$ cat config.mk
export PLATFORM = sky130hd
export DESIGN_NAME = button_event_fsm_flat
export DESIGN_NICKNAME = d
export VERILOG_FILES = /design/src/rtl/button_event_fsm_if.sv /design/src/rtl/button_event_fsm.sv /design/src/flat_wrapper.sv
export SDC_FILE = /design/constraint.sdc
export NUM_CORES = 1
export LEC_CHECK = 0
export CAP_MARGIN = 10
export CORE_MARGIN = 3
export CORE_UTILIZATION = 45
export CTS_BUF_LIST = sky130_fd_sc_hd__clkbuf_4 sky130_fd_sc_hd__clkbuf_8
export DETAILED_ROUTE_END_ITERATION = 8
export DONT_BUFFER_PORTS = 1
export PLACE_DENSITY = 0.6
export SETUP_SLACK_MARGIN = 0.02
export SLEW_MARGIN = 10
export SYNTH_ARGS = -nofsm -noshare
export SYNTH_HDL_FRONTEND = slang
export SYNTH_SLANG_ARGS = --single-unit
$ cat constraint.sdc
create_clock -name clk -period 2.57 [get_ports clk]
set_input_delay 0.514 -clock clk [delete_from_list [all_inputs] [get_ports clk]]
set_output_delay 0.514 -clock clk [all_outputs]
set_load 0.01 [all_outputs]
$ cat src/rtl/button_event_fsm_if.sv
// Button event bundle: debounced level in, registered event pulses out.
interface button_event_fsm_if;
    logic btn_in;
    logic held;
    logic press_pulse;
    logic release_pulse;
    logic short_press;
    logic long_press;
    logic double_click;
    logic repeat_pulse;

    modport master (
        output btn_in,
        input  held, press_pulse, release_pulse, short_press,
               long_press, double_click, repeat_pulse
    );

    modport slave (
        input  btn_in,
        output held, press_pulse, release_pulse, short_press,
               long_press, double_click, repeat_pulse
    );
endinterface

$ cat src/rtl/button_event_fsm.sv
// Classifies a debounced button level into press/release/short/long/double/repeat pulses.
// Optional auto-repeat while long-held is enabled by defining BTN_AUTO_REPEAT_EN.
module button_event_fsm #(
    parameter int LONG_CYCLES   = 100_000_000,
    parameter int GAP_CYCLES    = 30_000_000,
    parameter int REPEAT_CYCLES = 20_000_000
) (
    input  logic              clk,
    input  logic              reset_n,
    button_event_fsm_if.slave bus
);
    localparam int MAX_LG  = (LONG_CYCLES > GAP_CYCLES) ? LONG_CYCLES : GAP_CYCLES;
    localparam int MAX_ALL = (MAX_LG > REPEAT_CYCLES) ? MAX_LG : REPEAT_CYCLES;
    localparam int CW      = $clog2(MAX_ALL) + 1;

    typedef enum logic [2:0] {
        IDLE,
        PRESSED,
        LONG_HELD,
        WAIT_SECOND,
        SECOND_PRESSED
    } state_t;

    state_t         state, state_nx;
    logic [CW-1:0]  cnt, cnt_nx;
    logic           btn_q;
    logic           rise, fall;
    logic           short_nx, long_nx, dbl_nx, rep_nx;

    assign rise = bus.btn_in & ~btn_q;
    assign fall = ~bus.btn_in & btn_q;

    always_ff @(posedge clk or negedge reset_n) begin
        if (!reset_n) begin
            state             <= IDLE;
            cnt               <= '0;
            btn_q             <= 1'b0;
            bus.held          <= 1'b0;
            bus.press_pulse   <= 1'b0;
            bus.release_pulse <= 1'b0;
            bus.short_press   <= 1'b0;
            bus.long_press    <= 1'b0;
            bus.double_click  <= 1'b0;
            bus.repeat_pulse  <= 1'b0;
        end else begin
            state             <= state_nx;
            cnt               <= cnt_nx;
            btn_q             <= bus.btn_in;
            bus.held          <= bus.btn_in;
            bus.press_pulse   <= rise;
            bus.release_pulse <= fall;
            bus.short_press   <= short_nx;
            bus.long_press    <= long_nx;
            bus.double_click  <= dbl_nx;
            bus.repeat_pulse  <= rep_nx;
        end
    end

    always_comb begin
        state_nx = state;
        cnt_nx   = cnt;
        short_nx = 1'b0;
        long_nx  = 1'b0;
        dbl_nx   = 1'b0;
        rep_nx   = 1'b0;
        case (state)
            IDLE: begin
                if (rise) state_nx = PRESSED;
            end
            PRESSED: begin
                // Fall takes priority over reaching the long threshold.
                if (fall) begin
                    state_nx = WAIT_SECOND;
                end else if (cnt == CW'(LONG_CYCLES - 1)) begin
                    long_nx  = 1'b1;
                    state_nx = LONG_HELD;
                end else begin
                    cnt_nx = cnt + CW'(1);
                end
            end
            LONG_HELD: begin
                if (fall) begin
                    state_nx = IDLE;
                end else begin
`ifdef BTN_AUTO_REPEAT_EN
                    if (cnt == CW'(REPEAT_CYCLES - 1)) begin
                        rep_nx = 1'b1;
                        cnt_nx = '0;
                    end else begin
                        cnt_nx = cnt + CW'(1);
                    end
`else
                    cnt_nx = cnt;
`endif
                end
            end
            WAIT_SECOND: begin
                if (rise) begin
                    state_nx = SECOND_PRESSED;
                end else if (cnt == CW'(GAP_CYCLES - 1)) begin
                    short_nx = 1'b1;
                    state_nx = IDLE;
                end else begin
                    cnt_nx = cnt + CW'(1);
                end
            end
            SECOND_PRESSED: begin
                if (fall) begin
                    dbl_nx   = 1'b1;
                    state_nx = IDLE;
                end else if (cnt == CW'(LONG_CYCLES - 1)) begin
                    long_nx  = 1'b1;
                    state_nx = LONG_HELD;
                end else begin
                    cnt_nx = cnt + CW'(1);
                end
            end
            default: state_nx = IDLE;
        endcase
        if (state_nx != state) cnt_nx = '0;
    end
endmodule

$ cat src/flat_wrapper.sv
// flat-port wrapper written by rule: the top's interface ports become plain ports
module button_event_fsm_flat 
#(
    parameter int LONG_CYCLES   = 100_000_000,
    parameter int GAP_CYCLES    = 30_000_000,
    parameter int REPEAT_CYCLES = 20_000_000
)
  (clk, reset_n, bus_btn_in, bus_held, bus_press_pulse, bus_release_pulse, bus_short_press, bus_long_press, bus_double_click, bus_repeat_pulse);
  button_event_fsm_if bus_i ();
  input  logic clk;
  input  logic reset_n;
  input wire logic [$bits(bus_i.btn_in)-1:0] bus_btn_in;
  output wire logic [$bits(bus_i.held)-1:0] bus_held;
  output wire logic [$bits(bus_i.press_pulse)-1:0] bus_press_pulse;
  output wire logic [$bits(bus_i.release_pulse)-1:0] bus_release_pulse;
  output wire logic [$bits(bus_i.short_press)-1:0] bus_short_press;
  output wire logic [$bits(bus_i.long_press)-1:0] bus_long_press;
  output wire logic [$bits(bus_i.double_click)-1:0] bus_double_click;
  output wire logic [$bits(bus_i.repeat_pulse)-1:0] bus_repeat_pulse;
  assign bus_i.btn_in = bus_btn_in;
  assign bus_held = bus_i.held;
  assign bus_press_pulse = bus_i.press_pulse;
  assign bus_release_pulse = bus_i.release_pulse;
  assign bus_short_press = bus_i.short_press;
  assign bus_long_press = bus_i.long_press;
  assign bus_double_click = bus_i.double_click;
  assign bus_repeat_pulse = bus_i.repeat_pulse;
  button_event_fsm #(.LONG_CYCLES(LONG_CYCLES), .GAP_CYCLES(GAP_CYCLES), .REPEAT_CYCLES(REPEAT_CYCLES)) u_core (.clk(clk), .reset_n(reset_n), .bus(bus_i));
endmodule
==> flow_metrics.tcl <==
set metrics [dict create \
    run_status "completed" \
    detail_route.drc_violations 0 \
    rsz0062_at_grt "no" \
    area.sequential_sq_um 926 \
    cts_max_path_buffers 2 \
    first_pass_grt_wire_length_um 8710 \
    grtUsageTotal 0.183 \
    routed-via-count 1843 \
    die_w_um 77.0 \
    die_area_sq_um 5920 \
    layout-drive-gt1-share 0.163 \
    crit_type "flip-flop to flip-flop" \
    crit_path_top_delay_cell "or4_1" \
    finalWeightedCongestion 0.816 \
    synthesis.nets 243 \
    layout_area_overhead_pct 6.63 \
    syn_avg_cell_area_sq_um 9.48 \
    critPathMaxFanout 14 \
    die_height_um 77.0 \
    tns_ns 0 \
    drt_pre_antenna_iters 4 \
    viasPerCell 6.00 \
    critical_path_required_ns 2.75 \
    finalCritPeriodShare 0.887 \
    htree_levels 2 \
    ys.warnings.count 0 \
    total_leakage_power_nw 0.881 \
    numCtsBuffers 5 \
    cts_setup_buffers 0 \
    routed_wire_length_per_instance_um 16.4 \
    first_iter_violations 78 \
    highest_clock_rate_mhz 438 \
    count_of_nets_after_finishing 243 \
    clock_insertion_delay_worst_skew_ns 0.29 \
    power.density_nw_per_um2 680 \
    synth-edff-count 0 \
    final_common_cell "dfrtp_1" \
    worst_setup_path_start_kind "flip-flop" \
    endpoint_kind "flip-flop" \
    floorplan.initialDensity 0.473 \
    diodes 0 \
    detail_route.wirelength_um 5040 \
    std_cell_rows 25 \
    post_synth_instance_area_sq_um 2270 \
    preCtsSetupSlack_ns 0.292 \
    slew_violations 0 \
    clockRootBuffer "clkbuf_8" \
    worst_clock_skew_ns 0.00874 \
    core_area_sq_um 4790 \
    leading_cell_types_in_the_layout_fill_and_taps_excluded "dfrtp_1, a21oi_1, nor2_1, nand2_1, or4_1" \
    multiInputGateArea_sq_um 1190 \
    async_reset_ff_frac 1.00 \
    n_fill_cell 441 \
    globalRoute.totalOverflow 0 \
    timing.critical_path.arrival_ns 2.46 \
    numClockSinks 37 \
    flop_and_latch_count_out_of_synthesis 37 \
    tritoncts "yes" \
    grt_pass1_vias 1800 \
    min-delay-path-class "input port to asynchronous set/reset pin" \
    grt_antenna_before_repair 0 \
    hpwlAfterDp_um 3560 \
    timing.final.crit_period_ns 2.28 \
    seq_area_frac_synth 0.409 \
    timing_hold_violations_final 0 \
    clkTransAtPathRegs_ns 0.08 \
    port-buffer-count 0 \
    setup_violations 0 \
    number_of_unique_standard_cell_types_used_by_synthesis 58 \
    ys.flop_type "dfrtp_1" \
    crit_path_max_incr_delay_ns 0.42 \
    floorplan.io_pins 10 \
    ir_worst_vdd_uv 383 \
    cp_cell_sequence "ha_1, nand4b_1, or4_1, o41ai_2, and2_4, xor2_1, nor2_1" \
    remaining_number_of_nets_flagged_by_the_antenna_check_after_routing 0 \
    timing.max_cap.violations 0 \
    postLayoutSetupSlackWorst_ns 0.289 \
    grt_start_max_net_pins 38 \
    netlist_instances 239 \
]
==> critical path, delay by kind of cell (launching register included) <==
kind,cells,cell delay (ns)
flip-flops,1,0.40
AO/OA/AOI/OAI,1,0.38
adder cells (fa/ha/maj),1,0.31
AND/OR/NAND/NOR,4,0.92
XOR/XNOR,1,0.16
==> report_power, final <==
group	internal (mW)	switching (mW)
clock	0.243	0.215
sequential	0.616	0.0681
combinational	0.161	0.340
total	1.02	0.623
==> path summary, 6_finish.rpt <==
check                      depth (start not counted)  slack, ns                          to                       start
max                                                7       0.29   u_core.cnt[3]$_DFFE_PN0P_   u_core.cnt[0]$_DFFE_PN0P_
min                                                1       0.05  u_core.cnt[15]$_DFFE_PN0P_                     reset_n
max reg2reg                                        7       0.29   u_core.cnt[3]$_DFFE_PN0P_   u_core.cnt[0]$_DFFE_PN0P_
min reg2reg                                        2       0.56  u_core.cnt[27]$_DFFE_PN0P_  u_core.cnt[27]$_DFFE_PN0P_
max in group asynchronous                          1       2.33   u_core.cnt[7]$_DFFE_PN0P_                     reset_n
min in group clk                                   0       0.25   u_core.bus.held$_DFF_PN0_                  bus_btn_in
==> repair_timing <==
action                                  in CTS  in global routing
endpoints found under the setup margin       0                  0
resized for setup                            0                  0
hold buffers                                 1                  0
endpoints found under the hold margin       37                  0
==> per-stage QoR <==
step           total power, mW  hold slack, ns  area (sq um)  instances  utilization
2_1_floorplan             1.18           0.218          2270        239            -
3_5_place_dp              1.19           0.219          2290        298        0.479
3_3_place_gp              1.19           0.219          2290        298        0.479
6_report                  1.64          0.0510          2420        307        0.505
4_1_cts                   1.66          0.0567          2420        307        0.505
5_1_grt                   1.75          0.0584          2420        307        0.505
==> cell families (layout without fill, tap and decap cells) <==
kind of cell,count (synthesis),after routing,synth area share
fa+ha+maj,1,1,0.00552
xor+xnor,5,5,0.0193
buf+inv,22,23,0.0640
flops,37,37,0.409
other cells,1,1,0.00165
mux,1,1,0.00442
compound gates,63,63,0.203
simple gates,109,109,0.294
==> metal layers <==
layer | global-route usage | share of wire | up-vias
met2 | 0.294 | 0.46 | 32
met4 | 0.0652 | 0.011 | 0
met1 | 0.242 | 0.48 | 904
met5 | 0 | 0 | -
li1 | - | - | 900
met3 | 0.0411 | 0.043 | 7
==> registers in the layout, indices dropped and copies added (netlist names) <==
register	flops
u_core.bus.double_click	1
u_core.bus.held	1
u_core.bus.long_press	1
u_core.bus.press_pulse	1
u_core.bus.release_pulse	1
u_core.bus.short_press	1
u_core.cnt	28
u_core.state	3
==> Yosys cell counts (all sizes together), types with 3 or more instances <==
library cell | number | share of area
dfrtp | 37 | 0.41
nor2 | 17 | 0.029
nand2b | 6 | 0.020
or3 | 9 | 0.025
xnor2 | 3 | 0.012
buf | 17 | 0.056
nand4 | 11 | 0.033
nand3 | 11 | 0.027
or4 | 17 | 0.058
inv | 4 | 0.0066
o21ai | 10 | 0.024
nand2 | 16 | 0.027
and2 | 3 | 0.0094
a21oi | 27 | 0.070
o31ai | 16 | 0.061
and4 | 4 | 0.015
==> area by class of cell <==
cell class / instances / share of cell area
tap: 67 / 0.0347
clock buffer: 7 / 0.0399
multi-input combinational: 180 / 0.495
sequential: 37 / 0.383
timing repair buffer: 11 / 0.0394
inverter: 4 / 0.00621
clock inverter: 1 / 0.00207
Power figures use the tool's default switching activity.
